**src/rtl/tt_um_seg7_monitor.sv**
```systemverilog
// rtl/tt_um_seg7_monitor.sv - seven-segment receive monitor: debounce, decode, count-sequence check
module tt_um_seg7_monitor #(
   parameter int unsigned STABLE_CYCLES = 16
) (
   input  logic       clk,
   input  logic       rst_n,
   input  logic [7:0] ui_in,
   output logic [7:0] uo_out,
   input  logic [7:0] uio_in,
   output logic [7:0] uio_out,
   output logic [7:0] uio_oe,
   input  logic       ena
);

   localparam logic [15:0] STABLE = 16'(STABLE_CYCLES);

   logic [7:0]  sync1;
   logic [7:0]  sync2;
   logic [6:0]  prev;
   logic [15:0] stab_cnt;
   logic [6:0]  acc_pat;

   logic [3:0]  digit;
   logic        locked;
   logic        bad_pattern;
   logic        step;
   logic        err_sticky;
   logic [7:0]  err_cnt;

   logic        accept;
   logic        clear;
   logic        dec_valid;
   logic [3:0]  dec_digit;
   logic [3:0]  next_digit;

   logic [3:0]  n_digit;
   logic        n_locked;
   logic        n_bad;
   logic        n_step;
   logic        n_sticky;
   logic [7:0]  n_cnt;
   logic        err_event;

   logic        unused;

   assign unused     = ^{uio_in, ena};
   assign clear      = sync2[7];
   assign next_digit = (digit == 4'd9) ? 4'd0 : digit + 4'd1;

   // A pattern is taken once it has been stable long enough and differs from the last accepted one;
   // the prev check keeps a freshly changed sample from riding on the old saturated count.
   assign accept = (stab_cnt == STABLE) && (sync2[6:0] == prev) && (sync2[6:0] != acc_pat);

   // Segment pattern to BCD digit decode of the synchronized sample.
   always_comb begin
      dec_valid = 1'b1;
      dec_digit = 4'd0;
      case (sync2[6:0])
         7'h3F: dec_digit = 4'd0;
         7'h06: dec_digit = 4'd1;
         7'h5B: dec_digit = 4'd2;
         7'h4F: dec_digit = 4'd3;
         7'h66: dec_digit = 4'd4;
         7'h6D: dec_digit = 4'd5;
         7'h7C: dec_digit = 4'd6;
         7'h07: dec_digit = 4'd7;
         7'h7F: dec_digit = 4'd8;
         7'h67: dec_digit = 4'd9;
         default: dec_valid = 1'b0;
      endcase
   end

   // Classify an accepted pattern and apply clear last so it overrides any same-cycle error.
   always_comb begin
      n_digit   = digit;
      n_locked  = locked;
      n_bad     = bad_pattern;
      n_step    = 1'b0;
      err_event = 1'b0;
      if (accept) begin
         if (sync2[6:0] == 7'h00) begin
            n_locked = 1'b0;
            n_bad    = 1'b0;
         end else if (!dec_valid) begin
            n_bad     = 1'b1;
            n_locked  = 1'b0;
            err_event = 1'b1;
         end else if (!locked) begin
            n_digit  = dec_digit;
            n_locked = 1'b1;
            n_bad    = 1'b0;
         end else if (dec_digit == next_digit) begin
            n_digit = dec_digit;
            n_step  = 1'b1;
         end else begin
            n_digit   = dec_digit;
            err_event = 1'b1;
         end
      end
      n_sticky = err_sticky | err_event;
      n_cnt    = (err_event && (err_cnt != 8'hFF)) ? err_cnt + 8'd1 : err_cnt;
      if (clear) begin
         n_locked = 1'b0;
         n_sticky = 1'b0;
         n_cnt    = 8'd0;
      end
   end

   // Synchronizer, stability counter and accepted-pattern register.
   always_ff @(posedge clk) begin
      if (!rst_n) begin
         sync1    <= 8'd0;
         sync2    <= 8'd0;
         prev     <= 7'd0;
         stab_cnt <= 16'd0;
         acc_pat  <= 7'd0;
      end else begin
         sync1 <= ui_in;
         sync2 <= sync1;
         prev  <= sync2[6:0];
         if (sync2[6:0] != prev) begin
            stab_cnt <= 16'd1;
         end else if (stab_cnt != STABLE) begin
            stab_cnt <= stab_cnt + 16'd1;
         end
         if (accept) begin
            acc_pat <= sync2[6:0];
         end
      end
   end

   // Registered monitor outputs.
   always_ff @(posedge clk) begin
      if (!rst_n) begin
         digit       <= 4'd0;
         locked      <= 1'b0;
         bad_pattern <= 1'b0;
         step        <= 1'b0;
         err_sticky  <= 1'b0;
         err_cnt     <= 8'd0;
      end else begin
         digit       <= n_digit;
         locked      <= n_locked;
         bad_pattern <= n_bad;
         step        <= n_step;
         err_sticky  <= n_sticky;
         err_cnt     <= n_cnt;
      end
   end

   assign uo_out  = {err_sticky, step, bad_pattern, locked, digit};
   assign uio_out = err_cnt;
   assign uio_oe  = 8'hFF;

endmodule

```
**config.mk**
```make
export PLATFORM = sky130hd
export DESIGN_NAME = tt_um_seg7_monitor
export DESIGN_NICKNAME = d
export VERILOG_FILES = /design/src/rtl/tt_um_seg7_monitor.sv
export SDC_FILE = /design/constraint.sdc
export NUM_CORES = 1
export LEC_CHECK = 0
export CAP_MARGIN = 20
export CORE_MARGIN = 5
export CORE_UTILIZATION = 35
export DETAILED_ROUTE_END_ITERATION = 8
export PLACE_DENSITY_LB_ADDON = 0.08
export SYNTH_ARGS = -nofsm -noshare
export SYNTH_HDL_FRONTEND = slang
export SYNTH_SLANG_ARGS = --single-unit
```
**constraint.sdc**
```tcl
create_clock -name clk -period 2.4 [get_ports clk]
set_input_delay 0.48 -clock clk [delete_from_list [all_inputs] [get_ports clk]]
set_output_delay 0.48 -clock clk [all_outputs]
set_load 0.05 [all_outputs]
```
Word-level counts from Yosys, hierarchy flattened. Cells that the tools add are included.

Add/subtract/negate cells: 3. Equal/unequal tests: 19. Muxes and demuxes: 16. Bitwise logic cells: 6. Reductions and logical operators: 11.

Operators with widths (number): == test 7 bit, second input constant (7); one-hot mux 4 bit (9 select lines) (1); adder 16 x 1 -> 16 bit, second input constant (1); == test 16 x 5 -> 1 bit, second input constant (1); != test 16 x 5 -> 1 bit, second input constant (1); == test 7 x 3 -> 1 bit, second input constant (2); two-way mux 1 bit (14); != test 7 bit (2); OR reduction 10 bit (1); adder 8 x 1 -> 8 bit, second input constant (1); != test 8 bit, second input constant (1); == test 7 x 6 -> 1 bit, second input constant (1); == test 7 bit (1); zero test 7 bit (1); inverter 1 bit (5); OR reduction 5 bit (1); adder 4 x 1 -> 4 bit, second input constant (1); == test 4 bit (1); == test 4 bit, second input constant (1); two-way mux 4 bit (1); OR reduction 2 bit (2); logical AND 1 bit (3); != test 3 x 2 -> 1 bit, second input constant (1); AND reduction 3 bit (1); other kinds (3) (3).

Flip-flop bits (word level): 62. Input port bits: 19. Output and inout port bits: 24. Logic and storage cells: 67.

Depth between registers and ports, before layout. Gate-level depths: netlist of run 1.

Word-level depth: 9. Gate-level depth with buffers: 10. Mapped depth without buffers: 9.

Worst setup path before layout of run 1. Ideal clock, no wire load.

Kind: reg2reg. From: register digit[1]. To: register err_cnt[0], in the netlist uio_out[0]. Library setup time: 126 ps. Arrival: 2164 ps. Required time: 2274 ps. Path slack: 110 ps. Cell stages (with the launch flop): 7. Path buffers: 0. Clock period less this slack: 2290 ps. Cell sequence: dfxtp_1 -> inv_1 -> nor4_1 -> o32ai_4 -> o31ai_4 -> a21oi_1 -> mux2i_1.

Longest elaborated chain between the ends: 9. Elaborated cells on any way between the ends: 10. Those cells by class: add/sub (1); eq/ne (2); mux (6); reduce/logical (1).

Ends and longest elaborated chain: start: declaration (line 23) `logic [3:0] digit;`; start signal: assignment (line 142) `digit <= n_digit;`; adder 4 x 1 -> 4 bit / == test 4 bit (equally long branches) (line 48) `assign next_digit = (digit == 4'd9) ? 4'd0 : digit + 4'd1;`; two-way mux 4 bit (*) (line 48); == test 4 bit (*) (line 92) `end else if (dec_digit == next_digit) begin`; two-way mux 1 bit (*) (line 92); two-way mux 1 bit (*) (line 88) `end else if (!locked) begin`; two-way mux 1 bit (*) (line 84) `end else if (!dec_valid) begin`; two-way mux 1 bit (*) (line 81) `if (sync2[6:0] == 7'h00) begin`; two-way mux 1 bit (*) (line 80) `if (accept) begin`; logical AND 1 bit (*) (line 101) `n_cnt = (err_event && (err_cnt != 8'hFF)) ? err_cnt + 8'd1 : err_cnt;`; end signal: assignment (line 147) `err_cnt <= n_cnt;`; end: declaration (line 28) `logic [7:0] err_cnt;`.

Mark *: on every way between the ends. The rest lies on a longest branch, timed or not. A chain may end at the register's enable or synchronous reset.

Final worst setup path of run 1.
From: register sync2[1]. To: register err_cnt[1], in the netlist uio_out[1].

Longest elaborated chain between the ends: 9. Elaborated cells on any way between the ends: 25. Those cells by class: eq/ne (13); mux (7); reduce/logical (5).

Ends and longest elaborated chain: start: declaration (line 18) `logic [7:0] sync2;`; start signal: assignment (line 119) `sync2 <= sync1;`; == test 7 bit / == test 7 x 3 -> 1 bit (equally long branches) (line 58) `case (sync2[6:0])`; one-hot mux 4 bit (9 select lines) (line 58); == test 4 bit (line 92); two-way mux 1 bit (line 92); two-way mux 1 bit (line 88); two-way mux 1 bit (line 84); two-way mux 1 bit (line 81); two-way mux 1 bit (*) (line 80); logical AND 1 bit (*) (line 101).

Marks and branches as above.

==> metrics.md, run 1 <==
| Metric | Value |
|---|---|
| Final Max Slew Viols | `0` |
| Row count | `34` |
| Largest stage delay on the critical path | `0.39 ns` |
| Non-filler cells, final | `508` |
| Status | `complete, no violations` |
| Gr ovfl total | `0` |
| Port bufs | `25` |
| Final nets | `417` |
| Global-route wire length before repair | `11.16 mm` |
| DIE AREA | `11010 um^2` |
| Clock network fraction of total power | `44.6%` |
| # fillers | `875` |
| Top-area cell type share of the netlist area | `39.35%` |
| Worst clock skew | `0.01342 ns` |
| Die Y | `104.9 um` |
| P_int | `1.712 mW` |
| Static leakage | `1.412 nW` |
| Crit path capture type | `flop` |
| H-tree Lvls | `3` |
| Number of global-route vias before repair | `2389` |
| GPL Wtd Cong | `0.8301` |
| Sw Ratio | `23.01%` |
| Inserted Clock Buffers | `9` |
| Via/cell ratio | `4.963` |
| Largest net degree at the start of global routing | `24` |
| Power per standard cell area | `559.1 nW/um^2` |
| GRT Overall Usage | `12.21%` |
| Highest clock rate | `0.4205 GHz` |
| Core Footprint | `8763 um^2` |
| Worst Setup Path Type | `flop to flop` |
| Crit path depth | `10` |
| Max FO, Critical Path | `9` |
| Cell total after placement | `487` |
| Data arrival, critical path | `2.60 ns` |
| HP Start | `sync1[5]` |
| Clock sinks | `62` |
| MaxCap Viol Count | `0` |
| WHS | `0.4325 ns` |
| Hold Crit Class | `flop to flop` |
| Layout cells sized above 1 | `18.25%` |
| Crit path from | `sync2[1]` |
| Mean Syn Cell Area | `9.012 um^2` |
| # IOs | `43` |
| CTS tree | `done` |
| DRC viols | `0` |
| Seq cells post-synth | `62` |
| Fin crit period | `2.378 ns` |
| Final setup viols | `0` |
| Critical Path Start Type | `flop` |
| Net switching power | `511.5 uW` |
| Top-count cell post-synth | `dfxtp_1` |
| Crit path top cell by count | `buf_4` |
| Drt pass-1 iters | `4` |
| Library cells used by synthesis | `50` |
| Die Span X | `104.9 um` |
| Final hold violations | `0` |
| Syn Inst Count | `350` |
| Tot Pwr | `2.223 mW` |
| Cts hold-fix bufs | `0` |
| Synth Flop Type | `dfxtp_1` |
| Placed instance area | `3581 um^2` |
| Comb pwr share | `7.8%` |
| Clock latency at the later pin of the worst-skew pair | `0.33 ns` |
| Period utilization | `99.10%` |
| Cells on worst reg2reg path | `10` |
| # diodes | `0` |
| Buf+Inv Stages, Crit Path | `4` |
| Largest cells by area after synthesis | `dfxtp_1 39%, and2_1 5.4%, mux2i_1 4.8%` |
| Relative slew slack | `65.44%` |
| Maximum vdd drop | `312.8 uV` |
| Initial Util | `35.99%` |
| Synth cell count leaders | `62 x dfxtp_1, 27 x and2_1, 27 x nand2_1, 17 x nor2_1, 17 x xnor2_1` |
| Post-layout util | `45.37%` |
| Initial DRC Count | `73` |
| Sequential share of the synthesized area | `39.35%` |
| Clock tree buffer depth | `2` |
| YS warnings | `0` |
| Post-detailed-route count of antenna-violating nets | `0` |
| Reg-to-reg startpoint | `sync2[1]` |
| Crit path max-delay family | `compound AO/OA/AOI/OAI gates` |
| DRT Wirelength | `6.585 mm` |
| CP Cell Sequence | `or3b_4 -> a211oi_4 -> buf_4 -> buf_4 -> a221oi_2 -> buf_4 -> o31ai_4 -> buf_12 -> a21oi_1 -> mux2i_1` |
| Max stage delay cell, worst path | `or3b_4` |
| Syn Std Cell Area | `3154 um^2` |
| Required time worst endpoint | `2.62 ns` |
| RSZ-0062 raised after global routing | `yes` |
| Post-route cell area | `3976 um^2` |
| Worst hold path cell count | `1` |
| Clk pin slew, worst setup/hold paths | `0.07 ns` |
| DR vias | `2521` |
| Worst slew pin tran | `0.5172 ns` |
| CTS root buffer | `clkbuf_8` |
| Post-synth EDFFs | `0` |
| Ys async rst share | `0%` |
| Reg power frac | `47.6%` |
| HPWL after DPL | `4.733 mm` |
| Cell taking the most area after synthesis | `dfxtp_1` |
| P&R area growth vs syn | `26.06%` |
| Wire per inst | `12.96 um` |
| Initial antenna violation count | `0` |
-- final cells by class --
cell class / count / area (um^2) / share of cell area, %
inverter: 8 / 30.03 / 0.7552
timing repair buffer: 54 / 493.0 / 12.40
tap: 108 / 135.1 / 3.398
multi-input combinational: 260 / 1847 / 46.44
clock inverter: 2 / 37.54 / 0.9440
clock buffer: 14 / 182.7 / 4.594
sequential: 62 / 1251 / 31.47
-- stage by stage --
| step | worst slack (ns) | TNS [ns] |
|---|---|---|
| 2_1_floorplan | 0.1100 | 0 |
| 3_3_place_gp | -0.08875 | -0.5301 |
| 3_5_place_dp | -0.08211 | -0.3944 |
| 4_1_cts | 0.008018 | 0 |
| 5_1_grt | -0.08247 | -0.4713 |
| 6_report | 0.02161 | 0 |
-- placed cells by master (no fill, tap or decap), types with 3 or more instances in the layout --
cell type	netlist	routed
o21ai_0	8	8
a21oi_1	10	10
and2_1	27	27
nor4b_1	4	4
a211oi_2	2	5
nand2b_1	12	11
dfxtp_1	62	58
mux2i_1	15	15
nor2_1	17	17
xnor2_1	17	17
nand3_1	13	12
nor2b_1	14	14
nand4_1	12	12
xor2_1	14	14
ha_1	3	3
buf_4	15	27
nor4_1	6	5
clkbuf_8	0	13
conb_1	1	8
clkdlybuf4s50_1	0	25
nand2_1	27	26
or3_1	6	6
inv_1	8	8
and3_1	6	6
nor3_1	7	5
-- sequential cells by signal, indices dropped and copies added, names as in the netlist --
register,cells
bad_pattern,1
digit,4
acc_pat,7
stab_cnt,16
sync1,8
step,1
uio_out,8
prev,7
locked,1
sync2,8
err_sticky,1
-- power by group through the flow --
stage                     Sequential (mW)  Combinational (mW)  Clock, mW
after CTS                            1.06               0.173       1.03
final                                1.06               0.173      0.992
after global placement               1.08               0.166          0
after global routing                 1.06               0.191       1.08
after floorplan                      1.08               0.126          0
after detailed placement             1.08               0.168          0
-- cell families after synthesis --
family / after synthesis / synth area share [%]
other: 1 / 0.1189
AND/OR/NAND/NOR: 159 / 28.00
XOR/XNOR: 31 / 8.608
adder cells (fa/ha/maj): 3 / 1.190
flip-flops: 62 / 39.35
AO/OA/AOI/OAI: 43 / 11.43
multiplexers: 16 / 5.117
buffers and inverters: 35 / 6.188
-- worst reg2reg max path: stages, from the launching register on --
cell	delay [ns]
dfxtp_4	0.37
or3b_4	0.39
a211oi_4	0.35
buf_4	0.18
buf_4	0.10
a221oi_2	0.04
buf_4	0.16
o31ai_4	0.27
buf_12	0.17
a21oi_1	0.11
mux2i_1	0.13
-- final timing paths --
path	to	slack (ns)
max reg2reg	uio_out[1]	0.02
min	sync2[5]	0.43
min reg2reg	sync2[5]	0.43
max	uio_out[1]	0.02
-- what timing repair did --
action / 4_1_cts / 5_1_grt
gates resized for setup: 12 / 11
pin swaps: 4 / 6
setup endpoints to repair: 10 / 11
cloned: 0 / 0
setup buffers: 3 / 3
-- metal layers --
layer | part of all wire (%) | vias to the layer above | global-route usage, %
met2 | 46 | 40 | 18.71
li1 | - | 1281 | -
met3 | 3.5 | 7 | 2.898
met1 | 49 | 1193 | 16.29
met4 | 1.5 | 0 | 5.479
met5 | 0 | - | 0
(Power assumes the default switching activity.)
==> run 2: changes to the inputs <==
==> constraint.sdc (replaced) <==
create_clock -name clk -period 2.7 [get_ports clk]
set_input_delay 0.54 -clock clk [delete_from_list [all_inputs] [get_ports clk]]
set_output_delay 0.54 -clock clk [all_outputs]
set_load 0.05 [all_outputs]
==> metrics.md, run 2 (synthesis gave the netlist of run 1 again) <==
| Metric | Value |
|---|---|
| Period utilization | `96.48% (was 99.10%)` |
| Comb pwr share | `7.7% (was 7.8%)` |
| Clk pin slew, worst setup/hold paths | `0.07 ns (about the same)` |
| Reg power frac | `50.6% (was 47.6%)` |
| M1 GR Usage | `16.60% (was 16.29%)` |
| Final setup viols | `0 (unchanged)` |
| Die Span X | `104.9 um (unchanged)` |
| Fin worst setup slack | `0.09506 ns (was 0.02161 ns)` |
| Initial antenna violation count | `0 (unchanged)` |
| Row count | `34 (unchanged)` |
| Largest stage delay on the critical path | `0.42 ns (was 0.39 ns)` |
| WHS | `0.4276 ns (was 0.4325 ns)` |
| Met2 Usage GRT | `19.24% (was 18.71%)` |
| Most frequent cells in the layout | `61 x dfxtp_1, 27 x nand2_1, 27 x and2_1, 25 x clkdlybuf4s50_1, 18 x buf_4 (was 58 x dfxtp_1, 27 x and2_1, 27 x buf_4, 26 x nand2_1, 25 x clkdlybuf4s50_1)` |
| Maximum vdd drop | `247.5 uV (was 312.8 uV)` |
| Data arrival, critical path | `2.87 ns (was 2.60 ns)` |
| Tot Pwr | `1.864 mW (was 2.223 mW)` |
| Cells on worst reg2reg path | `9 (was 10)` |
| # IOs | `43 (unchanged)` |
| MaxCap Viol Count | `0 (unchanged)` |
| Required time worst endpoint | `2.96 ns (was 2.62 ns)` |
| Register name with the most flops | `stab_cnt (unchanged)` |
| Reg-to-reg startpoint | `sync2[3] (was sync2[1])` |
| Clock tree buffer depth | `2 (unchanged)` |
| Busiest layer in global routing | `met2 (unchanged)` |
| Final nets | `407 (was 417)` |
| Drt pass-1 iters | `4 (unchanged)` |
| Initial Util | `35.99% (unchanged)` |
| Clock sinks | `62 (unchanged)` |
| Highest clock rate | `0.3839 GHz (was 0.4205 GHz)` |
| RSZ-0062 raised after global routing | `yes (unchanged)` |
| HPWL after DPL | `4.713 mm (was 4.733 mm)` |
| Sw Ratio | `24.48% (was 23.01%)` |
| Clock network fraction of total power | `41.7% (was 44.6%)` |
| R2r endpoint | `uio_out[4] (was uio_out[1])` |
| DRC viols | `0 (unchanged)` |
| Layout cells sized above 1 | `12.31% (was 18.25%)` |
| GPL Wtd Cong | `0.7634 (was 0.8301)` |
| Inserted Clock Buffers | `9 (unchanged)` |
| P_int | `1.408 mW (was 1.712 mW)` |
| Worst slew pin tran | `0.5407 ns (was 0.5172 ns)` |
| HP Start | `sync1[1] (was sync1[5])` |
| Static leakage | `1.333 nW (was 1.412 nW)` |
| Buf+Inv Stages, Crit Path | `2 (was 4)` |
| DR vias | `2449 (was 2521)` |
| Initial DRC Count | `100 (was 73)` |
| Hold Crit Class | `flop to flop (unchanged)` |
| Net switching power | `456.5 uW (was 511.5 uW)` |
| Wire per inst | `13.15 um (was 12.96 um)` |
| Final Max Slew Viols | `0 (unchanged)` |
| Number of global-route vias before repair | `2363 (was 2389)` |
| Relative slew slack | `63.86% (was 65.44%)` |
| Crit path max-delay family | `compound AO/OA/AOI/OAI gates (unchanged)` |
| Max reg flops | `16 (unchanged)` |
| Most common cell after layout, fill and taps aside | `dfxtp_1 (unchanged)` |
| Worst hold path cell count | `1 (unchanged)` |
| Largest net degree at the start of global routing | `26 (was 24)` |
| Die Y | `104.9 um (unchanged)` |
| Final hold violations | `0 (unchanged)` |
| CTS root buffer | `clkbuf_8 (unchanged)` |
| Hold Path End | `sync2[1] (was sync2[5])` |
| # diodes | `0 (unchanged)` |
| Global-route wire length before repair | `11.32 mm (was 11.16 mm)` |
| CTS tree | `done (unchanged)` |
| DIE AREA | `11010 um^2 (unchanged)` |
| Max stage delay cell, worst path | `or3b_1 (was or3b_4)` |
| Gr ovfl total | `0 (unchanged)` |
| Port bufs | `25 (unchanged)` |
| Via/cell ratio | `4.918 (was 4.963)` |
| Met3 Usage GRT | `3.699% (was 2.898%)` |
| # fillers | `899 (was 875)` |
| Worst Setup Path Type | `flop to flop (unchanged)` |
| Crit path capture type | `flop (unchanged)` |
| Core Footprint | `8763 um^2 (unchanged)` |
| CP Cell Sequence | `or3b_1 -> a211oi_4 -> nor4_1 -> buf_4 -> o32ai_4 -> o31ai_4 -> buf_12 -> a211oi_1 -> mux2i_1 (was or3b_4 -> a211oi_4 -> buf_4 -> buf_4 -> a221oi_2 -> buf_4 -> o31ai_4 -> buf_12 -> a21oi_1 -> mux2i_1)` |
| Max FO, Critical Path | `9 (unchanged)` |
| Worst clock skew | `0.01199 ns (was 0.01342 ns)` |
| Power per standard cell area | `494.7 nW/um^2 (was 559.1 nW/um^2)` |
| R2r setup slk | `0.1 ns (was 0.02 ns)` |
| Status | `complete, no violations (unchanged)` |
| GRT Overall Usage | `12.50% (was 12.21%)` |
| DRT Wirelength | `6.549 mm (was 6.585 mm)` |
| P&R area growth vs syn | `19.48% (was 26.06%)` |
| Clock latency at the later pin of the worst-skew pair | `0.34 ns (was 0.33 ns)` |
| Crit path from | `sync2[3] (was sync2[1])` |
| Dpl ws | `0.1226 ns (was -0.08211 ns)` |
| Fin crit period | `2.605 ns (was 2.378 ns)` |
| Post-detailed-route count of antenna-violating nets | `0 (unchanged)` |
| H-tree Lvls | `3 (unchanged)` |
| Critical Path Start Type | `flop (unchanged)` |
[run 2: changes by cell type in the layout (fill, tap and decap cells not counted), moves of 3 or more]
cell | before | now
a211oi_1 | 1 | 4
clkinv_2 | 0 | 4
dfxtp_1 | 58 | 61
buf_4 | 27 | 18
a211oi_2 | 5 | 2
clkbuf_8 | 13 | 9
[run 2: power groups by stage]
stage	Clock (mW)	Sequential (mW)	Combinational (mW)
2_1_floorplan	0	0.960	0.112
3_3_place_gp	0	0.963	0.140
3_5_place_dp	0	0.963	0.143
4_1_cts	0.812	0.942	0.143
5_1_grt	0.856	0.944	0.158
6_report	0.778	0.943	0.144
[run 2: worst max path at each step]
stage	endpoint	slack, ns	cells after the start
global placement	uio_out[4]	0.15	8
CTS	uio_out[4]	0.09	8
global route	uio_out[5]	-0.03	9
finish	uio_out[4]	0.1	9
detailed placement	uio_out[4]	0.12	8
floorplan	uio_out[0]	0.41	6
[run 2: timing repair]
action,4_1_cts,5_1_grt
endpoints found under the setup margin,0,9
gates resized for setup,0,5
buffers inserted,0,1
hold buffers,0,0
[run 2: worst register-to-register path, cell delays in order (launching register included)]
cell	delay, ns
dfxtp_1	0.40
or3b_1	0.42
a211oi_4	0.34
nor4_1	0.10
buf_4	0.16
o32ai_4	0.31
o31ai_4	0.12
buf_12	0.15
a211oi_1	0.32
mux2i_1	0.22
[run 2: per-layer routing]
metal  up-vias  wire length, um
li1       1264                -
met1      1138             3210
met2        45             2969
met3         2              330
met4         0               38
met5         -                0
[run 2: cell type report]
cell class	instances	area (um^2)	area share (%)
clock buffer	11	131.4	3.486
clock inverter	5	50.05	1.328
inverter	8	30.03	0.7968
multi-input combinational	260	1774	47.08
sequential	62	1242	32.97
tap	108	135.1	3.586
timing repair buffer	44	405.4	10.76
[run 2: stage by stage]
step	util [%]	TNS (ns)	area, um^2	instances
floorplan	-	0	3181	357
global placement	40.35	0	3536	481
detailed placement	40.35	0	3536	481
CTS	42.42	0	3717	497
global route	43.00	-0.08841	3769	498
finish	43.00	0	3769	498
==> run 3: changes to the inputs <==
--- a/config.mk
+++ b/config.mk
@@ -9,6 +9,7 @@
 export CORE_MARGIN = 5
 export CORE_UTILIZATION = 35
 export DETAILED_ROUTE_END_ITERATION = 8
+export GPL_ROUTABILITY_DRIVEN = 0
 export PLACE_DENSITY_LB_ADDON = 0.08
 export SYNTH_ARGS = -nofsm -noshare
 export SYNTH_HDL_FRONTEND = slang
==> results of run 3 <==
No change in the layout: final DEF, timing and power equal those of run 2.
